==> config.mk <==
export PLATFORM = sky130hd
export DESIGN_NAME = ulpi_link_ctrl
export DESIGN_NICKNAME = d
export VERILOG_FILES = /design/src/rtl/ulpi_link_ctrl.sv
export SDC_FILE = /design/constraint.sdc
export NUM_CORES = 1
export LEC_CHECK = 0
export CAP_MARGIN = 15
export CORE_MARGIN = 2
export CORE_UTILIZATION = 43
export DETAILED_ROUTE_END_ITERATION = 10
export HOLD_SLACK_MARGIN = 0.08
export PLACE_DENSITY = 0.73
export SLEW_MARGIN = 20
export SYNTH_ARGS = -nofsm -noshare
export SYNTH_HDL_FRONTEND = slang
export SYNTH_SLANG_ARGS = --single-unit
==> constraint.sdc <==
create_clock -name aclk -period 2.3 [get_ports aclk]
set_input_delay 0.23 -clock aclk [delete_from_list [all_inputs] [get_ports aclk]]
set_output_delay 0.23 -clock aclk [all_outputs]
set_load 0.005 [all_outputs]
==> src/rtl/ulpi_link_ctrl.sv <==
// ulpi_link_ctrl: ULPI link-layer controller in the 60 MHz ULPI clock domain.
//   - PHY register read/write from a single-request port (reg_*)
//   - one-packet USB transmit from a valid/ready byte stream (tx_*)
//   - RX CMD capture with sticky change interrupt, and received USB bytes (rx_*)
// Ports:
//   aclk, areset        ULPI clock, synchronous active-high reset
//   ULPI_data_i/_o/_t   bidirectional bus split; _t = 1 releases the bus
//   ULPI_stp/dir/nxt    ULPI control lines
//   reg_req/we/addr/wdata -> reg_ack/err/rdata      register access
//   tx_valid/data/last  -> tx_ready/done/err        packet transmit
//   rx_valid/data/last, rx_cmd/rx_cmd_valid         receive side
//   irq_clr -> interrupt                            RX CMD change interrupt
module ulpi_link_ctrl #(
  parameter int unsigned TIMEOUT_CYCLES = 64,
  parameter int unsigned TO_W           = 7,
  parameter logic [7:0]  RXCMD_IRQ_MASK = 8'h03
) (
  input  logic       aclk,
  input  logic       areset,
  input  logic [7:0] ULPI_data_i,
  output logic [7:0] ULPI_data_o,
  output logic [7:0] ULPI_data_t,
  output logic       ULPI_stp,
  input  logic       ULPI_dir,
  input  logic       ULPI_nxt,
  input  logic       reg_req,
  input  logic       reg_we,
  input  logic [5:0] reg_addr,
  input  logic [7:0] reg_wdata,
  output logic       reg_ack,
  output logic       reg_err,
  output logic [7:0] reg_rdata,
  input  logic       tx_valid,
  input  logic [7:0] tx_data,
  input  logic       tx_last,
  output logic       tx_ready,
  output logic       tx_done,
  output logic       tx_err,
  output logic       rx_valid,
  output logic [7:0] rx_data,
  output logic       rx_last,
  output logic [7:0] rx_cmd,
  output logic       rx_cmd_valid,
  input  logic       irq_clr,
  output logic       interrupt
);

  typedef enum logic [3:0] {
    IDLE, RW_CMD, RW_DATA, RW_STP, RD_CMD, RD_TURN, RD_DATA, TX_CMD, TX_DATA, TX_STP
  } state_t;

  state_t          state_q, state_d;
  logic            dir_q;
  logic [TO_W-1:0] to_q, to_d;
  logic [5:0]      addr_q, addr_d;
  logic [7:0]      wdata_q, wdata_d;
  logic [7:0]      rdata_q, rdata_d;
  logic            abt_q, abt_d;
  logic            reg_ack_q, reg_ack_d, reg_err_q, reg_err_d;
  logic            tx_done_q, tx_done_d, tx_err_q, tx_err_d;

  logic [7:0]      rx_cmd_q;
  logic            rx_cmd_valid_q;
  logic            irq_q;
  logic [7:0]      buf_q;
  logic            buf_full_q;
  logic            rx_valid_q, rx_last_q;
  logic [7:0]      rx_data_q;

  logic rx_own, rxcmd_ev, rxdat_ev, dir_fall, timeout, irq_set;

  // PHY owns the bus only once both dir and its registered copy are high.
  assign rx_own   = ULPI_dir & dir_q;
  // During a register read the non-nxt byte is register data, not an RX CMD.
  assign rxcmd_ev = rx_own & ~ULPI_nxt & (state_q != RD_DATA);
  assign rxdat_ev = rx_own & ULPI_nxt;
  assign dir_fall = ~ULPI_dir & dir_q;
  assign timeout  = (to_q == TO_W'(TIMEOUT_CYCLES - 1)) & ~ULPI_nxt;
  assign irq_set  = rxcmd_ev & (((ULPI_data_i ^ rx_cmd_q) & RXCMD_IRQ_MASK) != 8'h00);

  assign ULPI_data_t = {8{areset | ULPI_dir | dir_q}};

  always_comb begin
    state_d   = state_q;
    addr_d    = addr_q;
    wdata_d   = wdata_q;
    rdata_d   = rdata_q;
    abt_d     = abt_q;
    reg_ack_d = 1'b0;
    reg_err_d = 1'b0;
    tx_done_d = 1'b0;
    tx_err_d  = 1'b0;
    case (state_q)
      IDLE: begin
        abt_d = 1'b0;
        if (!ULPI_dir && !dir_q) begin
          if (reg_req) begin
            addr_d  = reg_addr;
            wdata_d = reg_wdata;
            state_d = reg_we ? RW_CMD : RD_CMD;
          end else if (tx_valid) begin
            state_d = TX_CMD;
          end
        end
      end
      RW_CMD, RD_CMD, RW_DATA: begin
        if (ULPI_dir) begin
          state_d   = IDLE;
          reg_ack_d = 1'b1;
          reg_err_d = 1'b1;
        end else if (ULPI_nxt) begin
          if (state_q == RW_CMD)       state_d = RW_DATA;
          else if (state_q == RD_CMD)  state_d = RD_TURN;
          else begin
            state_d   = RW_STP;
            reg_ack_d = 1'b1;
          end
        end else if (timeout) begin
          state_d   = RW_STP;
          reg_ack_d = 1'b1;
          reg_err_d = 1'b1;
        end
      end
      RW_STP: state_d = IDLE;
      RD_TURN: begin
        if (ULPI_dir) begin
          state_d = RD_DATA;
        end else if (timeout) begin
          state_d   = RW_STP;
          reg_ack_d = 1'b1;
          reg_err_d = 1'b1;
        end
      end
      RD_DATA: begin
        state_d   = IDLE;
        reg_ack_d = 1'b1;
        if (rx_own && !ULPI_nxt) rdata_d   = ULPI_data_i;
        else                     reg_err_d = 1'b1;   // preempted by RX or PHY dropped dir
      end
      TX_CMD, TX_DATA: begin
        if (ULPI_dir) begin
          state_d   = IDLE;
          tx_done_d = 1'b1;
          tx_err_d  = 1'b1;
        end else if (ULPI_nxt && (state_q == TX_CMD || tx_valid)) begin
          if (tx_last) begin
            state_d   = TX_STP;
            tx_done_d = 1'b1;
          end else begin
            state_d = TX_DATA;
          end
        end else if (ULPI_nxt || timeout) begin
          // underrun or no throttle release: stp with FF aborts the packet
          state_d   = TX_STP;
          abt_d     = 1'b1;
          tx_done_d = 1'b1;
          tx_err_d  = 1'b1;
        end
      end
      TX_STP:  state_d = IDLE;
      default: state_d = IDLE;
    endcase
    to_d = ((state_d != state_q) || ULPI_nxt) ? '0 : to_q + 1'b1;
  end

  always_comb begin
    ULPI_data_o = '0;
    ULPI_stp    = 1'b0;
    tx_ready    = 1'b0;
    if (!areset) begin
      case (state_q)
        RW_CMD:  ULPI_data_o = {2'b10, addr_q};
        RW_DATA: ULPI_data_o = wdata_q;
        RW_STP:  ULPI_stp    = 1'b1;
        RD_CMD:  ULPI_data_o = {2'b11, addr_q};
        TX_CMD: begin
          ULPI_data_o = {4'b0100, tx_data[3:0]};
          tx_ready    = ULPI_nxt & ~ULPI_dir;
        end
        TX_DATA: begin
          ULPI_data_o = tx_valid ? tx_data : '0;
          tx_ready    = ULPI_nxt & tx_valid & ~ULPI_dir;
        end
        TX_STP: begin
          ULPI_stp    = 1'b1;
          ULPI_data_o = abt_q ? '1 : '0;
        end
        default: ;
      endcase
    end
  end

  always_ff @(posedge aclk) begin
    if (areset) begin
      state_q        <= IDLE;
      dir_q          <= 1'b0;
      to_q           <= '0;
      addr_q         <= '0;
      wdata_q        <= '0;
      rdata_q        <= '0;
      abt_q          <= 1'b0;
      reg_ack_q      <= 1'b0;
      reg_err_q      <= 1'b0;
      tx_done_q      <= 1'b0;
      tx_err_q       <= 1'b0;
      rx_cmd_q       <= '0;
      rx_cmd_valid_q <= 1'b0;
      irq_q          <= 1'b0;
      buf_q          <= '0;
      buf_full_q     <= 1'b0;
      rx_valid_q     <= 1'b0;
      rx_last_q      <= 1'b0;
      rx_data_q      <= '0;
    end else begin
      state_q        <= state_d;
      dir_q          <= ULPI_dir;
      to_q           <= to_d;
      addr_q         <= addr_d;
      wdata_q        <= wdata_d;
      rdata_q        <= rdata_d;
      abt_q          <= abt_d;
      reg_ack_q      <= reg_ack_d;
      reg_err_q      <= reg_err_d;
      tx_done_q      <= tx_done_d;
      tx_err_q       <= tx_err_d;
      rx_cmd_valid_q <= rxcmd_ev;
      if (rxcmd_ev) rx_cmd_q <= ULPI_data_i;
      if (irq_set)      irq_q <= 1'b1;
      else if (irq_clr) irq_q <= 1'b0;
      // One-byte hold lets the final byte be tagged rx_last when dir falls.
      rx_valid_q <= 1'b0;
      rx_last_q  <= 1'b0;
      if (rxdat_ev) begin
        if (buf_full_q) begin
          rx_valid_q <= 1'b1;
          rx_data_q  <= buf_q;
        end
        buf_q      <= ULPI_data_i;
        buf_full_q <= 1'b1;
      end else if (dir_fall && buf_full_q) begin
        rx_valid_q <= 1'b1;
        rx_last_q  <= 1'b1;
        rx_data_q  <= buf_q;
        buf_full_q <= 1'b0;
      end
    end
  end

  assign reg_ack      = reg_ack_q;
  assign reg_err      = reg_err_q;
  assign reg_rdata    = rdata_q;
  assign tx_done      = tx_done_q;
  assign tx_err       = tx_err_q;
  assign rx_valid     = rx_valid_q;
  assign rx_data      = rx_data_q;
  assign rx_last      = rx_last_q;
  assign rx_cmd       = rx_cmd_q;
  assign rx_cmd_valid = rx_cmd_valid_q;
  assign interrupt    = irq_q;

endmodule

# After elaboration in Yosys (flattened, before gate mapping)
# Cells that the tools add are included.
# op_classes
n_mux	54
n_mul	0
bitwise	16
addsub	1
n_lt_le_gt_ge	0
div	0
reduce_logical	25
n_eq_ne	16
n_shift	0
# op_table
op	n
$mux 8	6
$pmux 8 s6	1
$mux 4	10
$mux 1	29
$eq 4x3->1 const B	4
$pmux 4 s4	1
$and 1x1->1	10
$reduce_or 2->1	5
$mux 3	3
$eq 4x2->1 const B	2
$eq 4x4->1 const B	2
$ne 2x2->1 const B	4
$reduce_bool 8->1	1
$add 7x1->7 const B	1
$eq 7x6->1 const B	1
$pmux 1 s3	2
$reduce_bool 2->1	3
$eq 4x1->1 const B	1
$logic_and 1x1->1	4
$logic_not 4->1	1
$ne 4x3->1 const B	1
$ne 4x4->1	1
$pmux 1 s2	2
$reduce_and 2->1	2
8 further kinds	15
# totals
mem_bits_rw	0
latch_bits	0
in_bits	39
memories	0
out_inout_bits	50
register_bits	68
elab_cells	131
romBits	0

# Longest topological paths before layout
# Gate-level depths: netlist (run 1).
# depth
depth_word	10
ltp_mapped	8
mapped_depth_nobuf	7

# Worst setup path after synthesis (run 1)
# No wires, ideal clock.
# synth_path
path_kind	register to register
start	reg state_q[2]
end	reg to_q[6]
stages_incl_launch_ff	8
t_required_ps	2221
arrival_time_ps	1780
setup_ps	79
path_buffers	1
setup_slack_ps	441
period_less_slack_ps	1859
path_cell_list	dfxtp_1 -> buf_4 -> xnor2_1 -> mux2_4 -> o221a_1 -> nor4_4 -> nand2_2 -> a211oi_2
# synth_via
elab_chain_cells	9
elab_cells_between_ends	27
cone_classes	eq/ne (7); mux (13); reduce/logical (7)
# synth_lines
element	line_no	text
from (decl)	52	state_t state_q, state_d;
from (signal assigned)	215	state_q <= state_d;
$eq 4x3->1 (on tied branches)	93, 113, 145	
$mux 3 or $logic_or 1x1->1 (tied branches)	113, 145	
$mux 3 or $logic_and 1x1->1 (tied branches)	112, 145	
$mux 4 (on tied branches)	111, 145	
$mux 4 (on tied branches)	107, 141	
$pmux 4 s4	93	case (state_q)
$ne 4x4->1 *	163	to_d = ((state_d != state_q) || ULPI_nxt) ? '0 : to_q + 1'b1;
$logic_or 1x1->1 *	163	
$reduce_or 2->1 (no source line) *	--	
to (signal assigned)	217	to_q <= to_d;
to (decl)	54	logic [TO_W-1:0] to_q, to_d;
# Every way passes the cells marked *; elsewhere a longest branch is shown, timed or not.
# A chain may end at the register's enable or synchronous reset.

# Worst setup path in the final report (run 1)
# layout_path
start	reg state_q[1]
end	out tx_ready
# layout_via
elab_chain_cells	3
elab_cells_between_ends	4
cone_classes	eq/ne (2); mux (2)
# layout_lines
element	line_no	text
$eq 4x4->1 or $eq 4x3->1 (tied branches)	171	case (state_q)
$pmux 1 s2 *	171	
$mux 1 *	170	if (!areset) begin
to (decl)	36	output logic tx_ready,
# Marked as above.

==> results.py, run 1 <==
metrics = {
    "run_status": {
        "outcome": "completed",
    },
    "synth": {
        "synth_top_cell_area_share_pct": 42.8,
        "ys.warnings.count": 0,
        "synthTopCellsByArea": "dfxtp_1 (43%), mux2i_1 (10%), nor2_1 (5.5%)",
        "syn-mean-instance-area_sq_um": 8.55,
        "postSynthNetCount": 412,
        "synth-edff-count": 0,
        "yosys.cell_types.count": 52,
        "synthFlopType": "dfxtp_1",
        "synth_area_leader_cell": "dfxtp_1",
        "postSynthCellCount": 372,
        "async_flop_share_pct": 0,
        "synth_area_sq_mm": 0.00318,
        "synth.ff_latch_count": 68,
        "seq_area_frac_synth_pct": 42.8,
    },
    "route": {
        "drt-wirelength-per-cell_um": 15.0,
        "firstDrtPassIters": 4,
        "total_wirelength_um": 8780,
        "drtIter0Drc": 162,
        "vias_per_cell": 5.24,
        "drt_drc_violations_left": 0,
        "num_vias": 3066,
        "postRouteAntennaNets": 0,
    },
    "critical_path": {
        "timing.setup.critical_path_class": "register to output pin",
        "critical_path.max_fanout": 8,
        "setup.worst_path.start": "state_q[1]$_SDFF_PP0_",
        "r2r_slack_ps": 240,
        "setup.worst_path.start_class": "register",
        "endpoint_type_of_the_worst_setup_path": "output pin",
        "rr_worst_depth": 7,
        "critical_path_required_ps": 2070,
        "crit_reg_reg_startpoint": "state_q[2]$_SDFF_PP0_",
        "cp.arrival_ps": 2010,
    },
    "sta": {
        "totalNegativeSetupSlack_ps": 0,
        "rsz0062_at_grt": "yes",
        "timing.final.crit_period_ps": 2240,
        "endpoints_failing_setup": 0,
        "final.period_utilization_pct": 97.3,
        "worst_slew_pin_slew_ps": 557,
        "timing.final.hold_violations": 0,
        "timing.max_slew.rel_slack_pct": 62.8,
        "final.setup_skew_ps": 11.7,
        "final_max_slew_viol_count": 0,
        "maxClockFrequency_ghz": 0.447,
    },
    "clock_network": {
        "cts.path.max_buffers": 2,
        "post_cts_hold_buffer_count": 0,
        "cts.htree.levels": 3,
        "clkLatencyLatePin_ps": 350,
        "cts_inserted_buffers": 9,
        "numClockSinks": 68,
        "root_buffer": "clkbuf_8",
        "cts.clk_slew.worst_paths_ps": 80,
        "cts_tree": "built",
    },
    "global_route": {
        "grt_antenna_before_repair": 0,
        "grt_max_degree": 33,
        "first_global_vias": 3010,
        "grt_first_pass_wirelength_um": 14200,
        "globalRoute.totalOverflow": 0,
        "grtUsageTotal_pct": 21.6,
    },
    "layout": {
        "layout-drive-gt1-share_pct": 16.5,
        "syn2layout_area_growth_pct": 42.7,
        "fin_nets": 521,
        "finalCoreUtilization_pct": 62.9,
        "diode_count": 0,
        "finalInstanceArea_sq_mm": 0.00454,
    },
    "die": {
        "fp.dieH_um": 90.0,
        "io_pins": 89,
        "floorplan.die.width_um": 90.0,
        "floorplan.die_area_sq_mm": 0.00810,
        "core_sq_mm": 0.00721,
        "row_count": 31,
        "starting_utilization_of_the_core_area_pct": 44.1,
    },
    "pwr": {
        "power.density_mw_per_mm2": 578,
        "vdd.ir_drop.worst_uv": 334,
        "leakage_uw": 0.00170,
    },
    "worst_hold_path": {
        "min_delay_path_depth": 2,
        "worstHoldPathType": "input pin to register",
        "hold_path_startpoint": "areset",
    },
    "place": {
        "routabilityCongestion": 0.945,
        "dpl.hpwl_um": 6370,
        "portBuffers": 88,
        "dpl-instance-area_sq_mm": 0.00427,
    },
    "job": {
        "cap_violations": 0,
    },
}
## cell usage after synthesis, types with 2 or more instances
| cell type | instances |
|---|---|
| xnor2_1 | 7 |
| a21boi_0 | 3 |
| xor2_1 | 3 |
| clkbuf_1 | 14 |
| dfxtp_1 | 68 |
| a22oi_1 | 5 |
| o21a_1 | 3 |
| buf_1 | 2 |
| a211oi_1 | 5 |
| nand2b_1 | 8 |
| a221oi_1 | 2 |
| or2_2 | 3 |
| inv_1 | 4 |
| buf_2 | 4 |
| nand2_1 | 46 |
| a31oi_1 | 7 |
| nor4_1 | 2 |
| buf_4 | 10 |
| o22ai_1 | 2 |
| and3_1 | 4 |
| nor2_1 | 47 |
| nor3_1 | 15 |
| a21oi_1 | 30 |
| mux2i_1 | 32 |
| o21ai_0 | 11 |
| nand3b_1 | 2 |
| o211ai_1 | 2 |
| nand3_1 | 7 |
## per-layer routing
metal / up-vias / track usage (%) / routed length (um)
met3: 11 / 5.03 / 450
met4: 0 / 9.23 / 133
met5: - / 0 / 0
li1: 1518 / - / -
met1: 1450 / 26.8 / 4020
met2: 87 / 35.9 / 4180
## where the power goes
part,total (uW),internal [uW],switching (uW)
combinational,486,247,239
clock,899,422,477
sequential,1240,1210,30.6
## worst paths after layout
path,to
worst max-delay path,tx_ready
worst min-delay path,tx_done$_SDFF_PP0_
worst max register to register,to_q[4]$_SDFF_PP0_
worst min register to register,to_q[0]$_SDFF_PP0_
## kinds of logic (layout without fill, tap and decap cells)
kind of cell	count (synthesis)	count (layout)	share of synthesized area, %
compound gates	81	81	16.5
xor+xnor	10	10	2.76
fa+ha+maj	1	1	0.393
buf+inv	34	148	5.35
flops	68	68	42.8
mux	33	33	10.5
simple gates	145	145	21.6
## through the flow
step	setup slack (ps)	hold WS [ps]	power, uW	std cells
5_1_grt	-14.5	241	2740	585
6_report	61.2	243	2620	585
3_3_place_gp	171	436	1720	562
3_5_place_dp	83.6	450	1720	562
4_1_cts	2.91	236	2630	582
2_1_floorplan	441	366	1510	372
## layout by cell type (no fill, tap or decap), types with 4 or more instances in the layout
master and count:
clkdlybuf4s50_1 79, dfxtp_1 64, nor2_1 46, nand2_1 46, buf_4 40, mux2i_1 32, a21oi_1 30, nor3_1 13
o21ai_0 10, clkbuf_8 10, nand2b_1 7, a31oi_1 7, nand3_1 7, xnor2_1 6, a22oi_1 5, a211oi_1 5
and3_1 4, inv_1 4, dfxtp_4 4
## area by class of cell
type | instances | area (sq um)
Timing Repair Buffer | 128 | 1160
Tap cell | 99 | 124
Inverter | 4 | 15.0
Multi-Input combinational cell | 270 | 1680
Fill cell | 670 | 2680
Clock buffer | 11 | 141
Sequential cell | 68 | 1380
Clock inverter | 5 | 36.3
## sequential cells by signal, summed over array words and instances (netlist names)
name and flops:
rx_valid 1, reg_rdata 8, rx_cmd_valid 1, abt_q 1
tx_err 1, addr_q 6, dir_q 1, to_q 7
buf_full_q 1, rx_last 1, reg_ack 1, rx_cmd 8
buf_q 8, interrupt 1, reg_err 1, state_q 4
tx_done 1, rx_data 8, wdata_q 8
## worst max-delay path: stages (launching register included)
cell and delay [ps]:
dfxtp_4 430, nor3_2 70, and3_1 190, or2_2 350
and3_1 190, clkdlybuf4s50_1 430
## timing repair
item / in CTS / in global routing
setup endpoints to repair: 10 / 8
buffers inserted: 4 / 3
gates resized for setup: 18 / 11
No activity file was read; power rests on OpenSTA's default activity.
==> run 2: changes to the inputs <==
- PLACE_DENSITY: 0.73 -> not set
- PLACE_DENSITY_LB_ADDON: not set -> 0.1
==> results.py, run 2 (synthesis results as in run 1) <==
metrics = {
    "run_status": {
        "outcome": "completed",
    },
    "sta": {
        "final.setup_skew_ps": 10.2,
        "worst_slew_pin_slew_ps": 564,
        "endpoints_failing_setup": 0,
        "maxClockFrequency_ghz": 0.451,
        "timing.final.hold_violations": 0,
        "layout_setup_ws_ps": 84.8,
        "totalNegativeSetupSlack_ps": 0,
        "final_max_slew_viol_count": 0,
        "final.period_utilization_pct": 96.3,
        "timing.max_slew.rel_slack_pct": 62.3,
        "timing.final.crit_period_ps": 2220,
    },
    "route": {
        "drt-wirelength-per-cell_um": 14.3,
        "num_vias": 2963,
        "postRouteAntennaNets": 0,
        "drtIter0Drc": 125,
        "firstDrtPassIters": 4,
        "drt_drc_violations_left": 0,
        "vias_per_cell": 5.18,
        "total_wirelength_um": 8170,
    },
    "die": {
        "io_pins": 89,
        "starting_utilization_of_the_core_area_pct": 44.1,
        "floorplan.die_area_sq_mm": 0.00810,
        "core_sq_mm": 0.00721,
        "row_count": 31,
        "fp.dieH_um": 90.0,
        "floorplan.die.width_um": 90.0,
    },
    "clock_network": {
        "cts_tree": "built",
        "numClockSinks": 68,
        "cts_inserted_buffers": 9,
        "cts.htree.levels": 3,
        "root_buffer": "clkbuf_8",
        "cts.clk_slew.worst_paths_ps": 70,
        "cts.path.max_buffers": 2,
        "clkLatencyLatePin_ps": 350,
    },
    "critical_path": {
        "setup.worst_path.start_class": "register",
        "endpoint_type_of_the_worst_setup_path": "output pin",
        "critical_path_required_ps": 2070,
        "timing.setup.critical_path_class": "register to output pin",
        "critical_path.max_fanout": 13,
        "cp.arrival_ps": 1990,
    },
    "place": {
        "post_placement_cell_count": 554,
        "dpl-instance-area_sq_mm": 0.00422,
        "post-place-ws_ps": 103,
        "portBuffers": 88,
        "dpl.hpwl_um": 5940,
        "routabilityCongestion": 0.861,
    },
    "global_route": {
        "grt_first_pass_wirelength_um": 13800,
        "grtUsageTotal_pct": 20.8,
        "first_global_vias": 2929,
        "grt_max_degree": 30,
        "globalRoute.totalOverflow": 0,
        "grt_antenna_before_repair": 0,
    },
    "pwr": {
        "power.density_mw_per_mm2": 608,
        "leakage_uw": 0.00165,
        "vdd.ir_drop.worst_uv": 311,
        "post-layout-total-power_uw": 2720,
    },
    "layout": {
        "diode_count": 0,
        "syn2layout_area_growth_pct": 40.5,
        "most-common-layout-cells": "clkdlybuf4s50_1 (79), dfxtp_1 (64), nor2_1 (46), nand2_1 (46), mux2i_1 (32)",
        "final_common_cell": "clkdlybuf4s50_1",
        "fin_nets": 508,
        "finalNonFillerCells": 572,
        "finalInstanceArea_sq_mm": 0.00447,
        "layout-drive-gt1-share_pct": 13.7,
    },
    "worst_hold_path": {
        "worstHoldPathType": "input pin to register",
    },
    "job": {
        "cap_violations": 0,
    },
}
## run 2: cell count changes in the layout (fill, tap and decap cells not counted), sizes merged
| cell | change |
|---|---|
| bufinv | +1 |
| clkdlybuf4s15 | -2 |
| clkinvlp | -1 |
| dlygate4sd2 | +5 |
| buf | -13 |
| clkbuf | -2 |
| dlymetal6s2s | -1 |
## run 2: cell type report
type	count	area (sq um)
fillers	651	2750
clock inverters	5	58.8
multi-input cells	270	1670
repair buffers	115	1080
flip-flops and latches	68	1370
clock buffers	11	151
well taps	99	124
inverters	4	15.0
## run 2: power breakdown
| group | switching (uW) | total [uW] | internal, uW |
|---|---|---|---|
| combinational | 224 | 453 | 229 |
| clock | 469 | 1030 | 562 |
| sequential | 28.0 | 1240 | 1210 |
## run 2: path summary, 6_finish.rpt
path	start	end	slack, ps	cells after the start
worst min-delay path	areset	state_q[1]$_SDFF_PP0_	240	2
worst max register to register	to_q[0]$_SDFF_PP0_	to_q[2]$_SDFF_PP0_	290	7
worst min register to register	addr_q[5]$_SDFFE_PP0P_	addr_q[5]$_SDFFE_PP0P_	460	2
worst max-delay path	state_q[1]$_SDFF_PP0_	tx_ready	80	5
## run 2: routing by layer
metal	global-route usage, %	vias to the layer above	wire, um
met2	34.1	86	3850
li1	-	1495	-
met3	4.78	21	484
met5	0	-	0
met1	25.8	1361	3610
met4	10.3	0	224
## run 2: what timing repair did
item	4_1_cts	5_1_grt
pin swaps	1	0
gates resized for setup	16	4
setup buffers	1	1
hold buffers	0	0
gates cloned	0	0
setup endpoints to repair	9	5
## run 2: stage by stage
step | hold slack (ps) | util [%]
CTS | 238 | 61.7
finish | 244 | 61.9
global route | 238 | 61.9
floorplan | 366 | -
global placement | 435 | 58.6
detailed placement | 447 | 58.6
## run 2: worst max-delay path, stage by stage, from the launching register on
cell	delay (ps)
dfxtp_4	390
buf_12	150
and4b_2	240
or2_4	260
and3_1	170
clkdlybuf4s50_1	430
